[src/rtl/dp_tap_pkg.sv]
// Shared types and helpers for the debug-port TAP controller.
package dp_tap_pkg;

  typedef enum logic [3:0] {
    TLR, RTI,
    SEL_DR, CAP_DR, SH_DR, EX1_DR, PAU_DR, EX2_DR, UPD_DR,
    SEL_IR, CAP_IR, SH_IR, EX1_IR, PAU_IR, EX2_IR, UPD_IR
  } tap_state_t;

  // ir_sel picks the IR-side state, otherwise the DR-side state.
  function automatic logic is_shift(input tap_state_t s, input logic ir_sel);
    return ir_sel ? (s == SH_IR) : (s == SH_DR);
  endfunction

  function automatic logic is_capture(input tap_state_t s, input logic ir_sel);
    return ir_sel ? (s == CAP_IR) : (s == CAP_DR);
  endfunction

endpackage

[src/rtl/dp_sync.sv]
// Single-bit multi-flop synchronizer with synchronous active-low clear.
module dp_sync #(
  parameter int STAGES = 2
) (
  input  logic iclk,
  input  logic iresetn,
  input  logic d,
  output logic q
);

  logic [STAGES-1:0] sync_q;

  // NOTE: sequential state uses non-blocking assignments so every flop samples pre-edge values.
  always_ff @(posedge iclk) begin
    if (!iresetn) sync_q <= '0;
    else          sync_q <= {sync_q[STAGES-2:0], d};
  end

  assign q = sync_q[STAGES-1];

endmodule

[src/rtl/dp_tap_ctrl.sv]
// IEEE 1149.1 TAP controller oversampling tck/tms/tdi in the iclk domain;
// emits single-cycle capture/shift/update strobes and a falling-edge tdo.
module dp_tap_ctrl
  import dp_tap_pkg::*;
#(
  parameter int SYNC_STAGES = 2
) (
  input  logic       iclk,
  input  logic       iresetn,
  input  logic       tck,
  input  logic       tms,
  input  logic       tdi,
  output logic       tdo,
  output logic       tdo_en,
  input  logic       ir_sdo,
  input  logic       dr_sdo,
  output logic       tdi_s,
  output logic       shift_ir,
  output logic       clk_ir,
  output logic       update_ir,
  output logic       shift_dr,
  output logic       clk_dr,
  output logic       update_dr,
  output logic       tlr,
  output logic [3:0] state
);

  logic       tck_sync, tms_sync, tdi_sync;
  logic       tck_d, tck_rise, tck_fall, tms_s;
  tap_state_t state_q, state_nxt;

  dp_sync #(.STAGES(SYNC_STAGES)) u_sync_tck (.iclk(iclk), .iresetn(iresetn), .d(tck), .q(tck_sync));
  dp_sync #(.STAGES(SYNC_STAGES)) u_sync_tms (.iclk(iclk), .iresetn(iresetn), .d(tms), .q(tms_sync));
  dp_sync #(.STAGES(SYNC_STAGES)) u_sync_tdi (.iclk(iclk), .iresetn(iresetn), .d(tdi), .q(tdi_sync));

  // Edge pulses are registered; tms/tdi get one matching flop so they line up with tck_rise.
  always_ff @(posedge iclk) begin
    if (!iresetn) begin
      tck_d    <= 1'b0;
      tck_rise <= 1'b0;
      tck_fall <= 1'b0;
      tms_s    <= 1'b0;
      tdi_s    <= 1'b0;
    end else begin
      tck_d    <= tck_sync;
      tck_rise <= tck_sync & ~tck_d;
      tck_fall <= ~tck_sync & tck_d;
      tms_s    <= tms_sync;
      tdi_s    <= tdi_sync;
    end
  end

  // NOTE: assigning a default before the case keeps this block free of inferred latches.
  always_comb begin
    state_nxt = state_q;
    case (state_q)
      TLR:     state_nxt = tms_s ? TLR    : RTI;
      RTI:     state_nxt = tms_s ? SEL_DR : RTI;
      SEL_DR:  state_nxt = tms_s ? SEL_IR : CAP_DR;
      CAP_DR:  state_nxt = tms_s ? EX1_DR : SH_DR;
      SH_DR:   state_nxt = tms_s ? EX1_DR : SH_DR;
      EX1_DR:  state_nxt = tms_s ? UPD_DR : PAU_DR;
      PAU_DR:  state_nxt = tms_s ? EX2_DR : PAU_DR;
      EX2_DR:  state_nxt = tms_s ? UPD_DR : SH_DR;
      UPD_DR:  state_nxt = tms_s ? SEL_DR : RTI;
      SEL_IR:  state_nxt = tms_s ? TLR    : CAP_IR;
      CAP_IR:  state_nxt = tms_s ? EX1_IR : SH_IR;
      SH_IR:   state_nxt = tms_s ? EX1_IR : SH_IR;
      EX1_IR:  state_nxt = tms_s ? UPD_IR : PAU_IR;
      PAU_IR:  state_nxt = tms_s ? EX2_IR : PAU_IR;
      EX2_IR:  state_nxt = tms_s ? UPD_IR : SH_IR;
      UPD_IR:  state_nxt = tms_s ? SEL_DR : RTI;
      default: state_nxt = TLR;
    endcase
  end

  // Strobes decode the state being left, so shift_* is valid alongside its clk_* pulse.
  always_ff @(posedge iclk) begin
    if (!iresetn) begin
      state_q   <= TLR;
      tlr       <= 1'b1;
      clk_ir    <= 1'b0;
      shift_ir  <= 1'b0;
      update_ir <= 1'b0;
      clk_dr    <= 1'b0;
      shift_dr  <= 1'b0;
      update_dr <= 1'b0;
      tdo       <= 1'b0;
      tdo_en    <= 1'b0;
    end else begin
      clk_ir    <= 1'b0;
      clk_dr    <= 1'b0;
      update_ir <= 1'b0;
      update_dr <= 1'b0;
      if (tck_rise) begin
        state_q  <= state_nxt;
        tlr      <= (state_nxt == TLR);
        clk_ir   <= is_capture(state_q, 1'b1) | is_shift(state_q, 1'b1);
        shift_ir <= is_shift(state_q, 1'b1);
        clk_dr   <= is_capture(state_q, 1'b0) | is_shift(state_q, 1'b0);
        shift_dr <= is_shift(state_q, 1'b0);
      end
      if (tck_fall) begin
        update_ir <= (state_q == UPD_IR);
        update_dr <= (state_q == UPD_DR);
        tdo_en    <= is_shift(state_q, 1'b1) | is_shift(state_q, 1'b0);
        if (is_shift(state_q, 1'b1))      tdo <= ir_sdo;
        else if (is_shift(state_q, 1'b0)) tdo <= dr_sdo;
      end
    end
  end

  assign state = state_q;

endmodule

[config.mk]
export PLATFORM = sky130hd
export DESIGN_NAME = dp_tap_ctrl
export DESIGN_NICKNAME = d
export VERILOG_FILES = /design/src/rtl/dp_tap_pkg.sv /design/src/rtl/dp_sync.sv /design/src/rtl/dp_tap_ctrl.sv
export SDC_FILE = /design/constraint.sdc
export NUM_CORES = 1
export LEC_CHECK = 0
export CELL_PAD_IN_SITES_DETAIL_PLACEMENT = 2
export CELL_PAD_IN_SITES_GLOBAL_PLACEMENT = 2
export CORE_AREA = 10 10 53 97
export DETAILED_ROUTE_END_ITERATION = 10
export DIE_AREA = 0 0 63 107
export PLACE_DENSITY = 0.75
export SLEW_MARGIN = 20
export SYNTH_ARGS = -nofsm -noshare
export SYNTH_HDL_FRONTEND = slang
export SYNTH_SLANG_ARGS = --single-unit
export TNS_END_PERCENT = 100
[constraint.sdc]
create_clock -name iclk -period 1.5 [get_ports iclk]
set_input_delay 0.3 -clock iclk [delete_from_list [all_inputs] [get_ports iclk]]
set_output_delay 0.3 -clock iclk [all_outputs]
set_load 0.01 [all_outputs]
### Word level (Yosys, flattened, before mapping)

Cells that the tools add are included.

* register bits after elaboration: 24
* bits of input ports: 7
* output and inout bits: 14
* logic and storage cells: 64

* equality and inequality tests: 15
* muxes and demuxes: 15
* bitwise gates (word level): 7
* reduce and logical (&&, ||, !) cells: 9

Operators by type and width (count)
* $pmux 4 s12: 1
* $eq 4x4->1 const B: 8
* $eq 4x3->1 const B: 4
* $mux 4: 4
* $eq 4x2->1 const B: 2
* $logic_not 4->1: 2
* $mux 2: 3
* $mux 3: 2
* $reduce_and 2->1: 3
* $mux 1: 5
* $eq 4x1->1 const B: 1
* $reduce_or 2->1: 2
* $or 1x1->1: 3
* $reduce_or 3->1: 1
* $and 1x1->1: 2
* $not 1->1: 2
* $reduce_bool 2->1: 1

### Logic depth before layout (Yosys ltp)

Gate-level depths: netlist of run 1.

* word-level depth: 4
* gate-level depth with buffers: 6
* depth with buffers taken out: 4

### Cells and area by module

From an unflattened synthesis of run 1, not the netlist that was laid out.

* cells, all modules: 110
* area, all modules: 1054.8 µm²

By module, submodules not included
* dp_tap_ctrl: times used 1, cells each 98, area an instance 897.1 µm², seq. area each 360.3 µm²
* dp_sync: times used 3, cells each 4, area an instance 52.6 µm², seq. area each 40.0 µm²

### Worst setup path after synthesis of run 1

No wires, ideal clock.

* path kind: register to register
* from: register state_q[3], in the netlist state[3]
* to: register tdo
* setup time: 117 ps
* arrival: 1262 ps
* data required time: 1383 ps
* slack: 120 ps
* stages on the path, launching flop included: 6
* path buffers: 1
* clock period less this slack: 1380 ps
* cells stage by stage: dfxtp_1 > buf_2 > and4b_4 > mux2_1 > mux2i_1 > nor2_1

* word-level cells in the longest chain between the ends: 3
* elaborated cells between the ends (all ways): 5
* classes of those cells: eq/ne (2); mux (1); reduce/logical (2)

Ends and longest elaborated chain
* start, declared: line dp_tap_ctrl.sv:30 `tap_state_t state_q, state_nxt;`
* start signal, assigned: line dp_tap_ctrl.sv:96 `state_q <= state_nxt;`
* $eq 4x4->1 or $eq 4x3->1 (tied branches): line dp_tap_pkg.sv:12 `return ir_sel ? (s == SH_IR) : (s == SH_DR);`
* $reduce_bool 2->1 (no line)
* $reduce_and 2->1 (no line)
* end signal, assigned: line dp_tap_ctrl.sv:107 `if (is_shift(state_q, 1'b1)) tdo <= ir_sdo;`
* end signal, assigned: line dp_tap_ctrl.sv:108 `else if (is_shift(state_q, 1'b0)) tdo <= dr_sdo;`
* end, declared: line dp_tap_ctrl.sv:13 `output logic tdo,`

Several ways; a longest one is shown, not always the timed one.
A chain may end at the register's enable or synchronous reset.

### Worst setup path in the final report of run 1

* from: register tdo
* to: output port tdo

No word-level cell between the ends.

==> summary.txt, run 1 <==
Clock tree
  – Clock tree buffer depth: 2
  – Cts bufs inserted: 3
  – Clk_lat worst skew: about 0.27 ns
  – H-tree lvl count: 1
  – Clk slew on worst S/H paths: about 0.090 ns
  – CTS Hold Bufs: 0
  – CTS tree: yes
  – Clock sinks: 24
  – CTS Root Cell: clkbuf_8

Detailed routing
  – DRC violations left: 0
  – Routed wire length: approximately 3.0 mm
  – Initial DRC count: 4
  – Total iterations of the first detailed-routing run: 4
  – Total number of vias: roughly 900
  – Routed len/inst: about 16 um
  – Antenna-violating nets left: 0
  – Vias/cell: approximately 5

Synth
  – Post-synthesis mux area share: under 10%
  – Cell variety after synth: 36
  – Post-synthesis sequential area ratio: a little under half
  – EDFF count, synth: 0
  – Synth Warn #: 0
  – Synth Area in Compound Gates: between 10 and 15%
  – Syn Inst Count: around 110
  – Syn Std Cell Area: between 1000 and 1500 sq um
  – Net count after synthesis: 114
  – Synth Register Bits: 24
  – Simple-Gate Fraction of Synth Area: about a quarter
  – Post-Syn Area per Cell: about 9.4 sq um
  – Largest family of logic cells by synthesized area: simple AND/OR/NAND/NOR gates
  – Async SR Flop Fraction: 0%
  – Synth Flop Type: dfxtp_1
  – Post-Synth XOR/XNOR Area: less than 1%
  – Adder-Cell Fraction of Synth Area: 0%

Finish
  – Final nets: 143
  – Layout area overhead: 37.98%
  – Share of post-route cells with drive strength above 1: between 10% and 20%
  – Cell Count, Final, Fillers Out: between 150 and 200
  – # diodes: 0

Die
  – Top-level I/O count: 21
  – Die height: between 100 and 150 um
  – Starting Density: ~28%
  – Core Area: 3607 sq um
  – Row count: 31
  – Die width: 63 um
  – Die area: approximately 6700 sq um

Worst setup path
  – CP arrival: 1.14 ns
  – RR Startpoint: state[0]$_SDFFE_PN0P_
  – R2r setup slk: between 0.15 and 0.2 ns
  – CP peak stage delay: between 0.5 and 0.6 ns
  – WP buf/inv: 1
  – Worst setup EP type: output port
  – Crit-path cells: clkdlybuf4s50_1
  – Reg2reg path depth: 5
  – Top delay family on crit path: buffers and inverters
  – Crit path max fanout: 2
  – End of the worst register-to-register path: tdo$_SDFFE_PN0P_
  – Setup CP Type: register to output port
  – Crit path launch type: register
  – Crit path required time: 1.20 ns
  – Slowest cell on the critical path: clkdlybuf4s50_1

Pwr
  – Max VDD drop: approximately 0.55 mV
  – Total power: around 0.0013 W
  – Leak Pwr: just under 0.6 nW
  – Pwr dens: about 940 nW/um^2

STA
  – Final setup fails: 0
  – Maximum clock frequency: a little under 0.7 GHz
  – Endpoints failing hold: 0
  – Fin crit share: 96.11%
  – Final Slew Violations: 0
  – Crit path time final: between 1 and 1.5 ns
  – RSZ-0062 raised after global routing: no
  – Slew @ Worst Pin: 0.4436 ns
  – Clk_skew: between 0.004 and 0.005 ns
  – Rel. slew slack: a little over two thirds

Job
  – Max-cap viol count: 0

Outcome
  – Outcome: completed

Min path
  – HP Start: u_sync_tck.sync_q[1]$_SDFF_PN0_
  – Hold EP: tck_fall$_SDFF_PN0_
  – Worst Hold Class: register to register
  – Hold depth: 1

Global route
  – First-pass GRT wire length: 5.154 mm
  – Largest net degree at the start of global routing: 16
  – Overflow after GRT: 0
  – Initial antenna violation count: 0
  – Vias in the first global route: approximately 1,100
  – GRT Overall Usage: about a tenth

Place
  – Cell Count Post-Placement: 180
  – Port Buffers: 20
  – Placer congestion estimate: approximately 0.8
  – Hpwl dp: roughly 2.4 mm
-- area by class of cell --
type / instances / area, sq um
inverters: 3 / 11.26
multi-input cells: 71 / 456.7
clock inverters: 1 / 30.03
well taps: 49 / 61.31
repair buffers: 33 / 299.0
fillers: 407 / 2221
clock buffers: 3 / 41.29
flip-flops and latches: 24 / 486.7
-- flip-flops by register name (all words and copies together) (netlist names) --
| name | cells |
|---|---|
| u_sync_tms.sync_q | 2 |
| clk_ir | 1 |
| shift_dr | 1 |
| tdo_en | 1 |
| tdo | 1 |
| update_dr | 1 |
| tck_rise | 1 |
| update_ir | 1 |
| tck_d | 1 |
| clk_dr | 1 |
| tck_fall | 1 |
| state | 4 |
| shift_ir | 1 |
| tdi_s | 1 |
| tlr | 1 |
| tms_s | 1 |
| u_sync_tdi.sync_q | 2 |
| u_sync_tck.sync_q | 2 |
-- timing repair --
| item | CTS | global route |
|---|---|---|
| resized for setup | 9 | 4 |
| setup buffers | 0 | 0 |
| setup endpoints to repair | 5 | 4 |
| gates cloned | 0 | 0 |
-- stage by stage --
stage               hold WS, ns  setup TNS [ns]  instance area (sq um)  setup slack (ns)  utilization [%]
floorplan                0.3816               0                   1005            0.1203                -
global placement         0.3934               0                   1308           0.08622            36.25
detailed placement       0.4095        -0.03613                   1308          -0.03125            36.25
CTS                      0.4247               0                   1378           0.01255            38.19
global route             0.4379               0                   1386          0.009561            38.43
finish                   0.4075               0                   1386           0.05835            38.43
-- cell usage after synthesis, types with 2 or more instances --
cell | n | area (sq um)
and2_1 | 9 | 56.30
buf_2 | 3 | 15.01
a31oi_1 | 2 | 12.51
clkbuf_1 | 3 | 11.26
nor2_1 | 7 | 26.28
o21ai_0 | 3 | 15.01
mux2i_1 | 4 | 40.04
nor4_1 | 2 | 12.51
nand2b_1 | 4 | 25.02
nor3_1 | 3 | 15.01
buf_6 | 2 | 22.52
a21oi_1 | 6 | 30.03
dfxtp_1 | 24 | 480.5
nand2_1 | 9 | 33.78
nand3_1 | 2 | 10.01
nor2b_1 | 2 | 12.51
inv_1 | 3 | 11.26
-- logic make-up (layout without fill, tap and decap cells) --
family / count (synthesis) / in the layout
xor+xnor: 1 / 1
mux: 6 / 6
compound gates: 21 / 21
simple gates: 43 / 43
flops: 24 / 24
buf+inv: 12 / 40
-- placed cells by master, fill, tap and decap left out, drive strengths merged, types with 2 or more instances in the layout --
cell type	synthesis	final
nor4	2	2
nor2	7	7
mux2i	4	4
and2	9	9
a21oi	6	6
dfxtp	24	24
nand2b	4	4
dlygate4sd2	0	5
nand2	9	9
mux2	2	2
o21ai	4	4
nor2b	2	2
clkbuf	3	3
nand3	2	2
clkdlybuf4s50	0	12
nor3	3	3
inv	3	3
dlymetal6s2s	0	3
a31oi	2	2
buf	6	13
-- where the power goes --
part	internal [W]	total, W	switching [W]
Sequential	0.000649	0.000659	0.00000974
Clock	0.000357	0.000569	0.000212
Combinational	0.0000414	0.0000725	0.0000311
-- layer usage --
metal	vias to the layer above	global-route usage (%)	share of wire, %
met5	-	0	0
met4	0	6.270	3.7
met3	10	2.086	4.4
met2	19	18.54	59
met1	456	7.767	33
li1	427	-	-
-- worst max path at each step --
stage | from | to | depth (start not counted)
final | tdo$_SDFFE_PN0P_ | tdo | 1
after CTS | shift_dr$_SDFFE_PN0P_ | shift_dr | 1
after global routing | tdo$_SDFFE_PN0P_ | tdo | 1
after floorplan | state[3]$_SDFFE_PN0P_ | tdo$_SDFFE_PN0P_ | 5
after global placement | iresetn | state[1]$_SDFFE_PN0P_ | 4
after detailed placement | iresetn | state[1]$_SDFFE_PN0P_ | 4
Note: power is estimated with default switching activity, not from simulation.
==> inputs of run 2 (changes only) <==
--- a/config.mk
+++ b/config.mk
@@ -10,9 +10,10 @@
 export CORE_AREA = 10 10 53 97
 export DETAILED_ROUTE_END_ITERATION = 10
 export DIE_AREA = 0 0 63 107
-export PLACE_DENSITY = 0.75
+export PLACE_DENSITY = 0.77
 export SLEW_MARGIN = 20
 export SYNTH_ARGS = -nofsm -noshare
 export SYNTH_HDL_FRONTEND = slang
+export SYNTH_HIERARCHICAL = 1
 export SYNTH_SLANG_ARGS = --single-unit
 export TNS_END_PERCENT = 100
==> run 2 against run 1 <==
Net effect:
- synthesized cell count up 2.8%
- combinational power is 43% higher
- maximum frequency down 0.23%
- critical path depth unchanged
- via count shrank 1.9%
- clock power is 21% lower
- largest power group unchanged
==> summary.txt, run 2 <==
Pwr
  – Max VDD drop: ~0.8 mV
  – Sequential Power Share: 54.3%
  – Leak Pwr: 0.6011 nW
  – Net Sw Frac: a little under a quarter
  – Pwr dens: 868.0 nW/um^2
  – Int Power: between 0.0009 and 0.001 W
  – Clk pwr share: a little under two fifths
  – Combinational power share: between 8 and 9%
  – P_sw: roughly 0.00028 W
  – Total power: 0.001218 W

Synth
  – Synth Register Bits: 24
  – Simple-Gate Fraction of Synth Area: between 20% and 30%
  – Post-Synth XOR/XNOR Area: 0.8304%
  – Adder-Cell Fraction of Synth Area: 0%
  – Largest family of logic cells by synthesized area: simple AND/OR/NAND/NOR gates
  – Async SR Flop Fraction: 0%
  – Post-synthesis sequential area ratio: a little under half
  – Synth Flop Type: dfxtp_1
  – Cell variety after synth: 38
  – Most frequent cells after synthesis: 24 x dfxtp_1, 9 x and2_1, 6 x nand2_1, 6 x nor2_1, 6 x nor2b_1
  – Yosys top cell area share: around 46%
  – Post-Syn Area per Cell: 9.589 sq um
  – Top-count cell post-synth: dfxtp_1
  – Synth Area in Compound Gates: 14.12%
  – Synth Warn #: 6
  – Syn Inst Count: 110
  – Largest area contributor in the netlist: dfxtp_1
  – Post-synthesis mux area share: under 10%
  – Ranking of synthesized cells by area: dfxtp_1 46%, and2_1 5.3%, mux2i_1 3.8%
  – EDFF count, synth: 0
  – Net count after synthesis: 117
  – Syn Std Cell Area: roughly 1100 sq um

Worst setup path
  – Crit path max fanout: 2
  – WP buf/inv: 1
  – Crit path launch type: register
  – Crit path required time: 1.20 ns
  – Setup CP Type: register to output port
  – Slowest cell on the critical path: clkdlybuf4s50_1
  – Crit-path cells: clkdlybuf4s50_1
  – Top delay family on crit path: buffers and inverters
  – CP arrival: about 1.1 ns
  – CP peak stage delay: 0.54 ns
  – Worst setup EP type: output port

Clock tree
  – Clock tree buffer depth: 2
  – Clk slew on worst S/H paths: roughly 0.080 ns
  – Post-CTS setup buffer count: 0
  – CTS tree: yes
  – CTS Root Cell: clkbuf_8
  – Clock sinks: 24
  – H-tree lvl count: 1
  – Clk_lat worst skew: 0.28 ns
  – Cts bufs inserted: 3

STA
  – Final WS setup: approximately 0.055 ns
  – Clk_skew: between 0.005 and 0.006 ns
  – Final setup fails: 0
  – Fin crit share: 96.33%
  – Rel. slew slack: 73.50%
  – Post-route setup TNS: 0 ns
  – RSZ-0062 raised after global routing: no
  – Maximum clock frequency: 0.6921 GHz
  – Final Slew Violations: 0
  – Endpoints failing hold: 0
  – Crit path time final: approximately 1.4 ns
  – Slew @ Worst Pin: 0.3970 ns

Global route
  – Vias in the first global route: 1,032
  – GRT Overall Usage: 9.435%
  – First-pass GRT wire length: just over 5 mm
  – Overflow after GRT: 0
  – Initial antenna violation count: 0
  – Largest net degree at the start of global routing: 16

Min path
  – Worst Hold Class: register to register

Finish
  – Area of the multi-input gates: 511.7 sq um
  – Number of fill cells: ~410
  – Reg area: 481.7 sq um
  – Final core occ: 38.92%
  – Commonest non-fill, non-tap cell in the layout: dfxtp_1
  – Share of post-route cells with drive strength above 1: about 17%
  – # diodes: 0
  – Max reg flops: 4
  – Layout area overhead: 33.10%
  – Final nets: between 100 and 150
  – Commonest cells after routing, fill and taps aside: 23 x dfxtp_1, 11 x clkdlybuf4s50_1, 10 x buf_4

Detailed routing
  – DRC violations left: 0
  – Vias/cell: 4.838
  – Routed wire length: approximately 3.0 mm
  – Routed len/inst: 16.20 um
  – Antenna-violating nets left: 0
  – Total number of vias: 895
  – Total iterations of the first detailed-routing run: 4
  – Initial DRC count: 9

Die
  – Die width: about 63 um
  – Top-level I/O count: 21
  – Starting Density: 29.24%
  – Die area: 6741 sq um
  – Core Area: around 3600 sq um
  – Die height: 107 um
  – Row count: 31

Job
  – Max-cap viol count: 0

Place
  – Port Buffers: 20
  – Hpwl dp: around 2.3 mm
  – Placer congestion estimate: between 0.7 and 0.8
  – Pre-CTS setup slack: a little under 0.09 ns

Outcome
  – Outcome: completed
[run 2: power groups by stage]
stage / registers, W / clock network [W] / logic, W
2_1_floorplan: 0.000676 / 0 / 0.0000571
3_3_place_gp: 0.000677 / 0 / 0.000103
6_report: 0.000662 / 0.000452 / 0.000104
4_1_cts: 0.000663 / 0.000467 / 0.000107
5_1_grt: 0.000665 / 0.000502 / 0.000117
3_5_place_dp: 0.000678 / 0 / 0.000108
[run 2: worst reg2reg max path: stages, from the launching register on]
cell     delay [ns]
dfxtp_1        0.40
buf_4          0.22
inv_2          0.10
nor3b_2        0.23
a21oi_1        0.08
nor4b_2        0.23
[run 2: per-stage QoR]
| stage | cell area [sq um] | hold WS (ns) | std cells |
|---|---|---|---|
| 2_1_floorplan | 1055 | 0.3816 | 110 |
| 3_3_place_gp | 1335 | 0.3904 | 181 |
| 3_5_place_dp | 1335 | 0.4164 | 181 |
| 4_1_cts | 1386 | 0.4422 | 185 |
| 5_1_grt | 1404 | 0.4582 | 185 |
| 6_report | 1404 | 0.4287 | 185 |
[run 2: cells by family (layout without fill, tap and decap cells)]
family | Yosys count | after routing
simple gates | 46 | 46
flops | 24 | 24
compound gates | 23 | 23
buf+inv | 11 | 37
mux | 5 | 5
xor+xnor | 1 | 1
[run 2: final timing paths]
| kind | startpoint | to | slack (ns) | cells past startpoint |
|---|---|---|---|---|
| setup / recovery | tdo_en$_SDFFE_PN0P_ | tdo_en | 0.06 | 1 |
| hold / removal | u_sync_tck/sync_q[1]$_SDFF_PN0_ | tck_fall$_SDFF_PN0_ | 0.43 | 1 |
| setup reg to reg | state[1]$_SDFFE_PN0P_ | clk_dr$_SDFF_PN0_ | 0.15 | 5 |
| hold reg to reg | u_sync_tck/sync_q[1]$_SDFF_PN0_ | tck_fall$_SDFF_PN0_ | 0.43 | 1 |
[run 2: layer usage]
metal | share of wire, % | routed length, um | track usage [%]
met1 | 37 | 1101 | 9.648
met2 | 57 | 1720 | 17.45
met3 | 3.2 | 97 | 1.877
met4 | 2.6 | 77 | 4.823
met5 | 0 | 0 | 0
[run 2: area by class of cell]
cell class	instances	area share, %
Clock buffer	4	3.922
Tap cell	49	4.367
Timing Repair Buffer	30	20.14
Inverter	3	0.8021
Multi-Input combinational cell	75	36.45
Sequential cell	24	34.31
[run 2: repair_timing]
item	in CTS	in global routing
endpoints found under the setup margin	4	6
resized for setup	5	6
hold buffers	0	0
gates cloned	0	0
